==> src/rtl/expr_ctrl.sv <==
// expr_ctrl: sequencing controller for an ASCII expression stream of the form
//   digit (op digit)* '='   with op in {'+','*'}
// Evaluates the expression with normal precedence ('*' binds tighter than '+')
// using a sum/term accumulator pair and a pending-multiply flag.
//
// Ports:
//   clk       system clock, rising edge
//   clr       synchronous active-high clear, priority over in_valid
//   in        ASCII character, sampled when in_valid=1
//   in_valid  character strobe
//   ok        accepted prefix is a complete valid expression
//   done      one-cycle pulse after '=' completes a valid expression
//   result    value of the last finished expression (mod 2^W)
//   err       sticky error flag, cleared only by clr
//   busy      expression partially entered
module expr_ctrl #(
    parameter int W = 16
) (
    input  logic         clk,
    input  logic         clr,
    input  logic [7:0]   in,
    input  logic         in_valid,
    output logic         ok,
    output logic         done,
    output logic [W-1:0] result,
    output logic         err,
    output logic         busy
);

    typedef enum logic [1:0] {
        S_DIGIT,
        S_OP,
        S_ERR
    } state_t;

    state_t       r_state, w_state_nx;
    logic [W-1:0] r_sum, w_sum_nx;
    logic [W-1:0] r_term, w_term_nx;
    logic [W-1:0] r_result, w_result_nx;
    logic         r_mul_pend, w_mul_pend_nx;
    logic         r_ok, w_ok_nx;
    logic         r_done, w_done_nx;
    logic         r_err, w_err_nx;
    logic         r_busy, w_busy_nx;

    logic         w_is_digit;
    logic         w_is_plus;
    logic         w_is_mul;
    logic         w_is_eq;
    logic [7:0]   w_dig8;
    logic [W-1:0] w_d;

    assign w_is_digit = (in >= 8'h30) && (in <= 8'h39);
    assign w_is_plus  = (in == 8'h2B);
    assign w_is_mul   = (in == 8'h2A);
    assign w_is_eq    = (in == 8'h3D);
    assign w_dig8     = in - 8'h30;
    assign w_d        = W'(w_dig8);

    always_comb begin
        w_state_nx    = r_state;
        w_sum_nx      = r_sum;
        w_term_nx     = r_term;
        w_result_nx   = r_result;
        w_mul_pend_nx = r_mul_pend;
        w_ok_nx       = r_ok;
        w_done_nx     = 1'b0;
        w_err_nx      = r_err;
        w_busy_nx     = r_busy;

        if (in_valid) begin
            case (r_state)
                S_DIGIT: begin
                    if (w_is_digit) begin
                        // A pending '*' folds the digit into the running product.
                        w_term_nx     = r_mul_pend ? (r_term * w_d) : w_d;
                        w_mul_pend_nx = 1'b0;
                        w_state_nx    = S_OP;
                        w_ok_nx       = 1'b1;
                        w_busy_nx     = 1'b1;
                    end else begin
                        w_state_nx = S_ERR;
                        w_err_nx   = 1'b1;
                        w_ok_nx    = 1'b0;
                        w_busy_nx  = 1'b0;
                    end
                end
                S_OP: begin
                    if (w_is_plus) begin
                        w_sum_nx   = r_sum + r_term;
                        w_state_nx = S_DIGIT;
                        w_ok_nx    = 1'b0;
                    end else if (w_is_mul) begin
                        w_mul_pend_nx = 1'b1;
                        w_state_nx    = S_DIGIT;
                        w_ok_nx       = 1'b0;
                    end else if (w_is_eq) begin
                        w_result_nx   = r_sum + r_term;
                        w_done_nx     = 1'b1;
                        w_sum_nx      = '0;
                        w_term_nx     = '0;
                        w_mul_pend_nx = 1'b0;
                        w_state_nx    = S_DIGIT;
                        w_ok_nx       = 1'b0;
                        w_busy_nx     = 1'b0;
                    end else begin
                        w_state_nx = S_ERR;
                        w_err_nx   = 1'b1;
                        w_ok_nx    = 1'b0;
                        w_busy_nx  = 1'b0;
                    end
                end
                default: begin
                    w_state_nx = S_ERR;
                end
            endcase
        end
    end

    always_ff @(posedge clk) begin
        if (clr) begin
            r_state    <= S_DIGIT;
            r_sum      <= '0;
            r_term     <= '0;
            r_result   <= '0;
            r_mul_pend <= 1'b0;
            r_ok       <= 1'b0;
            r_done     <= 1'b0;
            r_err      <= 1'b0;
            r_busy     <= 1'b0;
        end else begin
            r_state    <= w_state_nx;
            r_sum      <= w_sum_nx;
            r_term     <= w_term_nx;
            r_result   <= w_result_nx;
            r_mul_pend <= w_mul_pend_nx;
            r_ok       <= w_ok_nx;
            r_done     <= w_done_nx;
            r_err      <= w_err_nx;
            r_busy     <= w_busy_nx;
        end
    end

    assign ok     = r_ok;
    assign done   = r_done;
    assign result = r_result;
    assign err    = r_err;
    assign busy   = r_busy;

endmodule

==> config.mk <==
export PLATFORM = sky130hd
export DESIGN_NAME = expr_ctrl
export DESIGN_NICKNAME = d
export VERILOG_FILES = /design/src/rtl/expr_ctrl.sv
export SDC_FILE = /design/constraint.sdc
export NUM_CORES = 1
export LEC_CHECK = 0
export CAP_MARGIN = 20
export CORE_MARGIN = 2
export CORE_UTILIZATION = 55
export DETAILED_ROUTE_END_ITERATION = 6
export PLACE_DENSITY = 0.85
export SYNTH_ARGS = -nofsm -noshare
export SYNTH_HDL_FRONTEND = slang
export SYNTH_SLANG_ARGS = --single-unit
==> constraint.sdc <==
create_clock -name clk -period 6 [get_ports clk]
set_input_delay 1.2 -clock clk [delete_from_list [all_inputs] [get_ports clk]]
set_output_delay 1.2 -clock clk [all_outputs]
set_load 0.02 [all_outputs]
Word level (Yosys, flattened, before mapping)
Cells that the tools add are included.

Word-level logic and storage cells: 70. Flip-flop bits (word level): 55.

$mul: 1. $lt $le $gt $ge: 2. Reductions and logical operators: 12. Mux-type cells: 28. $add $sub $neg: 2. Eq/ne operators: 12. Bitwise gates (word level): 4.

Operators by type and width (count): two-way mux 16 bit (6); case mux 16 bit (2 select lines) (1); == test 8 x 6 -> 1 bit, second input constant (3); adder 16 bit (1); multiplier 16 x 8 -> 16 bit (1); != test 2 bit, second input constant (7); two-way mux 1 bit (12); AND reduction 6 bit (2); AND reduction 5 bit (2); greater-or-equal comparator 8 x 6 -> 1 bit, second input constant (1); <= comparator 8 x 6 -> 1 bit, second input constant (1); two-way mux 2 bit (4); case mux 1 bit (2 select lines) (4); AND reduction 4 bit (2); subtractor 8 x 6 -> 8 bit, second input constant (1); OR reduction 5 bit (1); NOT 1 bit (4); case mux 2 bit (2 select lines) (1); nonzero test 2 bit (2); != test 3 bit, second input constant (1); == test 2 x 1 -> 1 bit, second input constant (1); logical NOT 2 bit (1); AND reduction 2 bit (1); logical AND 1 bit (1).

Longest topological paths before layout
Gate-level depths: netlist of run 1.

Depth after elaboration: 5. Depth in mapped cells: 18.

Worst setup path after synthesis of run 1
OpenSTA, ideal clock, no wires.

Kind: input to register. Start point: in in[4]. End point: reg r_term[10]. Stages on the path: 16. Arrival: 5782 ps. Path slack: 148 ps. Path buffers: 2. Setup time: 70 ps. Cell sequence: clkbuf_1 inv_1 ha_1 clkbuf_1 nand2b_1 fa_1 fa_1 fa_1 fa_1 inv_1 ha_1 a2111oi_0 o21bai_1 xnor2_1 or3_1 a21oi_1.

Cells in the longest elaborated chain, start to end: 5.

Ends and longest elaborated chain: start, declared (line 21) `input logic [7:0] in,`; subtractor 8 x 6 -> 8 bit (line 57) `assign w_dig8 = in - 8'h30;`; multiplier 16 x 8 -> 16 bit (line 76) `w_term_nx = r_mul_pend ? (r_term * w_d) : w_d;`; two-way mux 16 bit (line 76); two-way mux 16 bit (line 74) `if (w_is_digit) begin`; case mux 16 bit (2 select lines) (line 72) `case (r_state)`; end signal, assigned (line 134) `r_term <= w_term_nx;`; end, declared (line 38) `logic [W-1:0] r_term, w_term_nx;`.

Parallel ways exist; a longest one is shown, timed or not. The select of a mux whose other input is x is not followed. A chain may end at the register's enable or synchronous reset.

Final worst setup path of run 1
Start point: in in[4]. End point: reg r_term[14].

Same word-level chain as after synthesis.

==> results_dict.tcl, run 1 <==
set metrics [dict create \
    fp.dieArea_um2 11190 \
    p_per_area_nw_per_um2 105.8 \
    die_h_um 105.8 \
    wl_per_cell_um 15.97 \
    drt_iter0_drc 337 \
    drv_slew 0 \
    p_comb_share_pct 10.9 \
    finalClockSkew_ps 12.26 \
    ys_ff_latch 55 \
    post_cts_buffers 0 \
    swShare_pct 27.80 \
    fillCellCount 844 \
    grt_usage_pct 25.40 \
    drc_errors 0 \
    grt_pass1_wl_um 23150 \
    layout_common_cells "75 x inv_1, 61 x fa_1, 60 x nand2_1" \
    p_total_uw 669.5 \
    routed_wirelength_um 13430 \
    synthTopCellsByArea "fa_1 21%, dfxtp_1 19%, ha_1 9.0%, inv_1 4.9%, and2_1 4.6%" \
    avgSynthCellArea_um2 8.463 \
    ys_seq_area_share_pct 19.33 \
    worst_slack_ps 227.2 \
    tritoncts "yes" \
    peakVddDrop_v 0.0001517 \
    synth_top_area_share_pct 21.44 \
    period_share_pct 96.21 \
    p_seq_share_pct 55.1 \
    async_flop_share_pct 0 \
    gp_congestion 0.8757 \
    ios 31 \
    worstPathMaxFanout 5 \
    dp_slack_ps -178.9 \
    port_buffers 30 \
    grt_max_degree 72 \
    clk_pin_slew_worst_paths_ps 110 \
    core.rowCount 37 \
    setup_violations 0 \
    drt-pass1-iter-count 5 \
    root_buffer "clkbuf_8" \
    hold_viol 0 \
    synth_area_um2 5695 \
    relSlewSlack_pct 51.19 \
    start_util_pct 55.92 \
    clkPwrFrac_pct 34.0 \
    die_w_um 105.8 \
    grt_setup_unrepaired "no" \
    status "completed" \
    drive_gt1_share_pct 5.532 \
    max_freq_mhz 173.2 \
    met2_length_um 6555 \
    core_area_um2 10180 \
    yosysUniqueCellTypes 53 \
    hold_slack_ps 467.4 \
    holdCritPathClass "reg2reg" \
    routed-wl-met3_um 810 \
    avgViaCountPerCell 5.727 \
    worst_pin_slew_ps 730.1 \
    clock_sinks 55 \
    switchingPower_uw 186.1 \
    ant_nets 0 \
    wl_met1_um 5674 \
    dr_total_vias 4816 \
    antenna_found_initial 0 \
    cts_buffers 5 \
    num-nets-final 817 \
    maxCapViolations 0 \
    worstSetupEndpointType "flip-flop" \
    yosys.area.top_type "fa_1" \
    gr-total-overflow 0 \
    clock_latency_ps 330 \
    dp_cells 832 \
    cts_max_level 2 \
    syn_nets 786 \
    critical_path_class "in2reg" \
    syn_to_final_growth_pct 11.12 \
    hpwlAfterDp_um 10420 \
    synth_edf_count 0 \
    syn-instance-count 673 \
    grt_pass1_vias 5063 \
    post-route-min-period_ps 5773 \
    power.leakage_uw 0.002543 \
    p_int_uw 483.4 \
    finalNonFillerCells 841 \
    final_common_cell "inv_1" \
    arrival_ps 5990 \
    start_kind "primary input" \
    clk_path_buf_depth 2 \
    yosys_most_used_dff "dfxtp_1" \
    antennaDiodeCount 0 \
    crit_required_ps 6220 \
    routed.top_layer "met4" \
    synth.yosys.warnings 0 \
]
synthesized netlist by cell type, types with 4 or more instances:
master / instances
nand3b_1: 14
a22oi_1: 6
ha_1: 41
nand2_1: 60
nand3_1: 11
nor3_1: 16
inv_1: 75
a31oi_1: 4
or3_1: 10
a211oi_1: 4
fa_1: 61
and2_1: 42
nand4b_1: 5
mux2i_1: 4
xor2_1: 9
o21bai_1: 6
xnor2_1: 20
o21a_1: 5
nor2_1: 46
o21ai_0: 17
clkbuf_1: 21
or4_1: 4
dfxtp_1: 55
buf_2: 5
nor2b_1: 29
a21o_1: 11
nand2b_1: 9
a21oi_1: 44
stage by stage:
step	TNS, ps	utilization, %	instance area, um^2
2_1_floorplan	0	-	5695
4_1_cts	0	61.78	6292
3_5_place_dp	-381.1	60.84	6196
5_1_grt	0	62.14	6329
6_report	0	62.14	6329
3_3_place_gp	0	60.84	6196
state kept, by name, indices dropped and copies added (netlist names):
signal,cells
busy,1
done,1
err,1
ok,1
r_mul_pend,1
r_state,2
r_sum,16
r_term,16
result,16
worst paths after layout:
kind,cells after the start,end,start,slack (ps)
max reg2reg,15,r_term[15],r_term[1],1360
min reg2reg,2,result[4],result[4],470
max,18,r_term[14],in[4],230
min,2,result[4],result[4],470
cells by family (layout without fill, tap and decap cells):
| kind of cell | count (synthesis) | in the layout | share of synthesized area [%] |
|---|---|---|---|
| simple gates | 259 | 259 | 24.14 |
| compound gates | 121 | 121 | 13.66 |
| fa+ha+maj | 102 | 102 | 30.45 |
| buf+inv | 102 | 134 | 6.964 |
| flops | 55 | 55 | 19.33 |
| xor+xnor | 30 | 30 | 4.745 |
| mux | 4 | 4 | 0.7030 |
per-layer routing:
layer | vias up | global-route usage (%)
met2 | 156 | 43.36
met5 | - | 0
met4 | 0 | 9.492
met1 | 2329 | 32.07
li1 | 2292 | -
met3 | 39 | 4.638
power groups by stage:
stage	clock network [uW]	logic, uW	registers, uW
2_1_floorplan	0	39.7	377
3_3_place_gp	0	67.1	377
3_5_place_dp	0	69.7	377
4_1_cts	233	69.9	369
5_1_grt	244	79.2	370
6_report	228	72.8	369
critical path, stage by stage:
cell and delay (ps):
clkdlybuf4s50_1 470, ha_2 240, xnor2_2 150, buf_4 160, and2_1 160, fa_1 500, inv_1 50, fa_1 500
fa_1 510, fa_1 540, inv_1 40, ha_1 340, o21a_1 160, o2111ai_1 160, o211a_1 250, nor3_1 240
mux2i_1 210, nand2_1 80
cell type report:
class,instances,area (um^2),share of cell area (%)
clock inverter,3,27.53,0.4350
tap,136,170.2,2.689
sequential,55,1101,17.40
clock buffer,5,68.82,1.087
inverter,75,281.5,4.448
multi-input combinational,516,4214,66.59
timing repair buffer,51,465.4,7.355
repair_timing:
item / in CTS / in global routing
endpoints found under the hold margin: 0 / 0
resized for setup: 0 / 3
hold buffers: 0 / 0
setup endpoints to repair: 0 / 2
Note: power is estimated with default switching activity, not from simulation.
==> run 2, diff against run 1 <==
--- a/config.mk
+++ b/config.mk
@@ -7,9 +7,9 @@
 export LEC_CHECK = 0
 export CAP_MARGIN = 20
 export CORE_MARGIN = 2
-export CORE_UTILIZATION = 55
+export CORE_UTILIZATION = 56
 export DETAILED_ROUTE_END_ITERATION = 6
-export PLACE_DENSITY = 0.85
+export PLACE_DENSITY = 0.86
 export SYNTH_ARGS = -nofsm -noshare
 export SYNTH_HDL_FRONTEND = slang
 export SYNTH_SLANG_ARGS = --single-unit
==> run 2 against run 1 <==
Compared with the run above:
- clock power rose by 3%
- clock skew decreased by 3.6 ps
- clock-buffer cell count stayed put
- critical path type unchanged
- largest cell class unchanged
- highest routed layer unchanged
- combinational power barely moved
- largest power group unchanged
- core utilization grew 3.0 points
==> results_dict.tcl, run 2 (synthesis gave the netlist of run 1 again) <==
set metrics [dict create \
    status "completed" \
    final_util_pct 65.10 \
    port_buffers 30 \
    grt_setup_unrepaired "no" \
    num-nets-final 826 \
    power.leakage_uw 0.002605 \
    holdCritPathClass "reg2reg" \
    grt_pass1_vias 5209 \
    syn_to_final_growth_pct 12.24 \
    hold_viol 0 \
    grt_usage_pct 26.04 \
    routed_wirelength_um 13560 \
    p_comb_share_pct 10.7 \
    finalNonFillerCells 847 \
    avgViaCountPerCell 5.834 \
    slowest_stage "fa_1" \
    antennaDiodeCount 0 \
    dp_cells 838 \
    clkPwrFrac_pct 34.7 \
    peakVddDrop_v 0.0001021 \
    gr-total-overflow 0 \
    die_h_um 104.9 \
    worst_pin_slew_ps 746.4 \
    final_common_cell "inv_1" \
    cts_buffers 5 \
    ios 31 \
    p_int_uw 485.6 \
    clock_sinks 55 \
    clock_latency_ps 330 \
    layout_common_cells "75 x inv_1, 61 x fa_1, 60 x nand2_1" \
    p_per_area_nw_per_um2 105.9 \
    crit_top_cell "fa_1" \
    fp.dieArea_um2 10990 \
    p_seq_share_pct 54.6 \
    clk_pin_slew_worst_paths_ps 110 \
    worst_slack_ps 243.3 \
    drt-pass1-iter-count 6 \
    critPathMaxStageDelay_ps 550 \
    worstSetupEndpointType "flip-flop" \
    wl_per_cell_um 16.00 \
    relSlewSlack_pct 50.10 \
    ant_nets 0 \
    dp_slack_ps -160.7 \
    grt_max_degree 72 \
    die_w_um 104.9 \
    gp_congestion 0.9240 \
    post-route-min-period_ps 5757 \
    worstPathMaxFanout 5 \
    drv_slew 0 \
    post_cts_buffers 0 \
    period_share_pct 95.94 \
    dr_total_vias 4941 \
    finalClockSkew_ps 8.671 \
    critical_path_class "in2reg" \
    start_kind "primary input" \
    tritoncts "yes" \
    clk_path_buf_depth 2 \
    drive_gt1_share_pct 6.303 \
    arrival_ps 6030 \
    core.rowCount 36 \
    core_area_um2 9819 \
    crit_required_ps 6280 \
    grt_pass1_wl_um 23730 \
    drt_iter0_drc 242 \
    swShare_pct 28.25 \
    start_util_pct 58.00 \
    switchingPower_uw 191.2 \
    setup_violations 0 \
    cts_max_level 2 \
    root_buffer "clkbuf_8" \
    hpwlAfterDp_um 10470 \
    max_freq_mhz 173.7 \
    worstPathCellList "clkdlybuf4s50_1, ha_1, xnor2_1, buf_4, and2_1, fa_1, inv_1, fa_1, fa_1, fa_1, inv_1, ha_1, a21o_1, a21o_1, a311oi_1, o21bai_1, or3_1, nand3_1" \
    maxCapViolations 0 \
    drc_errors 0 \
    crit_family "adder cells" \
    antenna_found_initial 0 \
    cp.buffers_inverters 4 \
]
==> run 2: through the flow <==
step	hold WS [ps]	cell area [um^2]	TNS [ps]	total power, uW
floorplan	460.3	5695	0	416.8
global placement	442.9	6260	-31.28	446.1
detailed placement	449.7	6260	-374.3	448.5
CTS	469.7	6362	0	680.8
global route	488.1	6392	0	703.7
finish	463.7	6392	0	676.8
==> run 2: area by class of cell <==
type	count	area (um^2)
Multi-Input combinational cell	516	4198
Fill cell	820	3427
Sequential cell	55	1101
Timing Repair Buffer	60	543.0
Inverter	75	281.5
Tap cell	133	166.4
Clock buffer	5	68.82
Clock inverter	3	33.78
==> run 2: final timing paths <==
kind	from	cells past startpoint	slack [ps]	to
worst max-delay path	in[5]	18	240	r_term[15]
worst min register to register	ok	2	460	ok
worst min-delay path	ok	2	460	ok
worst max register to register	r_term[1]	15	1420	r_term[10]
==> run 2: power by group through the flow <==
stage	logic [uW]	clock network, uW	registers [uW]
after floorplan	39.7	0	377
after global placement	68.7	0	377
after detailed placement	71.0	0	378
after CTS	71.5	240	369
after global routing	79.4	255	370
final	72.5	235	369
==> run 2: repair_timing <==
item | in CTS | in global routing
hold buffers | 0 | 0
setup endpoints to repair | 0 | 2
resized for setup | 0 | 1
==> run 2: layer usage <==
metal	up-vias	share of wire [%]	track usage [%]
met5	-	0	0
met4	0	2.3	7.905
met3	36	6.4	5.802
met2	178	50	46.15
met1	2407	41	31.45
li1	2320	-	-
==> run 2: worst register-to-register path, stage by stage (launching register included) <==
cell	delay (ps)
dfxtp_1	430
inv_1	280
nor2_1	120
fa_1	460
fa_1	550
inv_1	50
fa_1	460
fa_1	540
inv_1	40
ha_1	340
a2111oi_0	400
buf_4	190
o21bai_1	90
xnor2_1	130
or3_1	300
a21oi_1	130
==> run 3, diff against run 2 <==
--- a/config.mk
+++ b/config.mk
@@ -6,10 +6,10 @@
 export NUM_CORES = 1
 export LEC_CHECK = 0
 export CAP_MARGIN = 20
-export CORE_MARGIN = 2
-export CORE_UTILIZATION = 56
+export CORE_UTILIZATION = 57
+export CTS_BUF_LIST = sky130_fd_sc_hd__clkbuf_2 sky130_fd_sc_hd__clkbuf_4 sky130_fd_sc_hd__clkbuf_8
 export DETAILED_ROUTE_END_ITERATION = 6
-export PLACE_DENSITY = 0.86
+export PLACE_DENSITY = 0.88
 export SYNTH_ARGS = -nofsm -noshare
 export SYNTH_HDL_FRONTEND = slang
 export SYNTH_SLANG_ARGS = --single-unit
==> run 3 against run 2 <==
Compared with the run above:
- non-clock buffer count decreased by 8
- register-to-register slack is essentially flat
- sequential share of layout area is 0.17 points higher
- clock skew increased by 8.6 ps
- critical path depth did not move
- clock power grew 4%
- combinational power is essentially flat
- setup slack got worse by 70 ps
- design area fell by 0.96%
- total power is 1.4% higher
- via count decreased by 0.32%
- clock-buffer cell count grew 1
- critical endpoint unchanged
==> results_dict.tcl, run 3 (synthesis gave the netlist of run 1 again) <==
set metrics [dict create \
    relSlewSlack_pct 52.51 \
    fillCellCount 803 \
    slowest_stage "fa_1" \
    root_buffer "clkbuf_8" \
    maxCapViolations 0 \
    power.leakage_uw 0.002556 \
    finalClockSkew_ps 17.23 \
    grt_pass1_vias 5200 \
    hold_slack_ps 461.1 \
    core_area_um2 9729 \
    rrSetupSlack_ps 1410 \
    status "completed" \
    syn_to_final_growth_pct 11.16 \
    die_h_um 102.0 \
    drive_gt1_share_pct 5.524 \
    worstPathMaxFanout 7 \
    start_kind "primary input" \
    ant_nets 0 \
    gp_congestion 0.8978 \
    num-nets-final 818 \
    r2r-start "r_term[1]" \
    hpwlAfterDp_um 10360 \
    crit_top_cell "fa_1" \
    clk_path_buf_depth 2 \
    crit_required_ps 6270 \
    drt-pass1-iter-count 5 \
    setup_violations 0 \
    routed_wirelength_um 13740 \
    post-route-min-period_ps 5827 \
    r2r_end "r_term[15]" \
    holdCritStartpoint "result[3]" \
    crit_family "adder cells" \
    grt_pass1_wl_um 23720 \
    hold_viol 0 \
    ios 31 \
    r2r_cells 15 \
    critPathMaxStageDelay_ps 560 \
    layout_common_cells "75 x inv_1, 61 x fa_1, 60 x nand2_1" \
    antennaDiodeCount 0 \
    antenna_found_initial 0 \
    worstPathCellList "clkdlybuf4s50_1, inv_1, ha_1, buf_4, nor2b_1, fa_1, inv_1, fa_1, fa_1, fa_1, inv_1, ha_1, a21o_1, a21o_1, a311oi_1, o21bai_1, or3_1, nand3_1" \
    period_share_pct 97.11 \
    dp_slack_ps -228.0 \
    drv_slew 0 \
    worst_slack_ps 173.4 \
    place_area_um2 6192 \
    dr_total_vias 4925 \
    cts_max_level 2 \
    avgViaCountPerCell 5.870 \
    cp.buffers_inverters 5 \
    critical_path_class "in2reg" \
    worst_pin_slew_ps 710.3 \
    tns_ps 0 \
    die_w_um 102.0 \
    final_util_pct 65.07 \
    max_freq_mhz 171.6 \
    wl_per_cell_um 16.38 \
    drc_errors 0 \
    drt_iter0_drc 340 \
    final_area_um2 6331 \
    min_path_cells 2 \
    clock_latency_ps 330 \
    grt_usage_pct 28.87 \
    cts_buffers 5 \
    gr-total-overflow 0 \
    clock_sinks 55 \
    start_util_pct 58.54 \
    worstSetupEndpointType "flip-flop" \
    clk_pin_slew_worst_paths_ps 110 \
    tritoncts "yes" \
    arrival_ps 6100 \
    final_common_cell "inv_1" \
    hold-path-endpoint "result[3]" \
    grt_max_degree 72 \
    p_per_area_nw_per_um2 108.4 \
    core.rowCount 36 \
    fp.dieArea_um2 10400 \
    grt_setup_unrepaired "no" \
    peakVddDrop_v 0.0001328 \
    holdCritPathClass "reg2reg" \
    port_buffers 30 \
]
-- run 3: metrics by stage --
step | cells | total power, uW
after floorplan | 673 | 416.8
after global placement | 829 | 443.3
after detailed placement | 829 | 445.8
after CTS | 837 | 685.2
after global routing | 839 | 707.5
final | 839 | 686.6
-- run 3: worst min-delay path, cell delays in order, from the launching register on --
cell,delay [ps]
dfxtp_1,320
nand2_1,50
a21oi_1,50
-- run 3: metal layers --
| layer | up-vias | wire length (um) | track usage, % |
|---|---|---|---|
| met2 | 171 | 6806 | 51.42 |
| met1 | 2420 | 5872 | 35.64 |
| met3 | 35 | 745 | 4.241 |
| li1 | 2299 | - | - |
| met4 | 0 | 315 | 10.11 |
| met5 | - | 0 | 0 |
-- run 3: cell type report --
cell class | instances | area [um^2] | share of cell area, %
Clock buffer | 6 | 82.58 | 1.304
Clock inverter | 2 | 20.02 | 0.3162
Inverter | 75 | 281.5 | 4.447
Multi-Input combinational cell | 516 | 4212 | 66.52
Sequential cell | 55 | 1101 | 17.39
Tap cell | 133 | 166.4 | 2.628
Timing Repair Buffer | 52 | 467.9 | 7.391
-- run 3: worst max-delay path by stage --
stage,from,slack [ps],depth (start not counted),endpoint
final,in[4],170,18,r_term[15]
after global routing,in[6],8,17,r_term[15]
after CTS,in[4],50,16,r_term[10]
after detailed placement,in[4],-230,16,r_term[10]
after global placement,in[4],-3,16,r_term[10]
after floorplan,in[4],150,16,r_term[10]
-- run 3: what timing repair did --
action	in CTS	in global routing
buffers inserted	0	1
setup endpoints to repair	0	4
gates resized for setup	0	3
hold buffers	0	0
-- run 3: report_power, final --
group | leakage [uW] | switching [uW] | internal (uW)
Clock | 0.0000533 | 147 | 98.0
Combinational | 0.00206 | 42.6 | 29.6
Sequential | 0.000443 | 2.67 | 367
Total | 0.00256 | 192 | 494
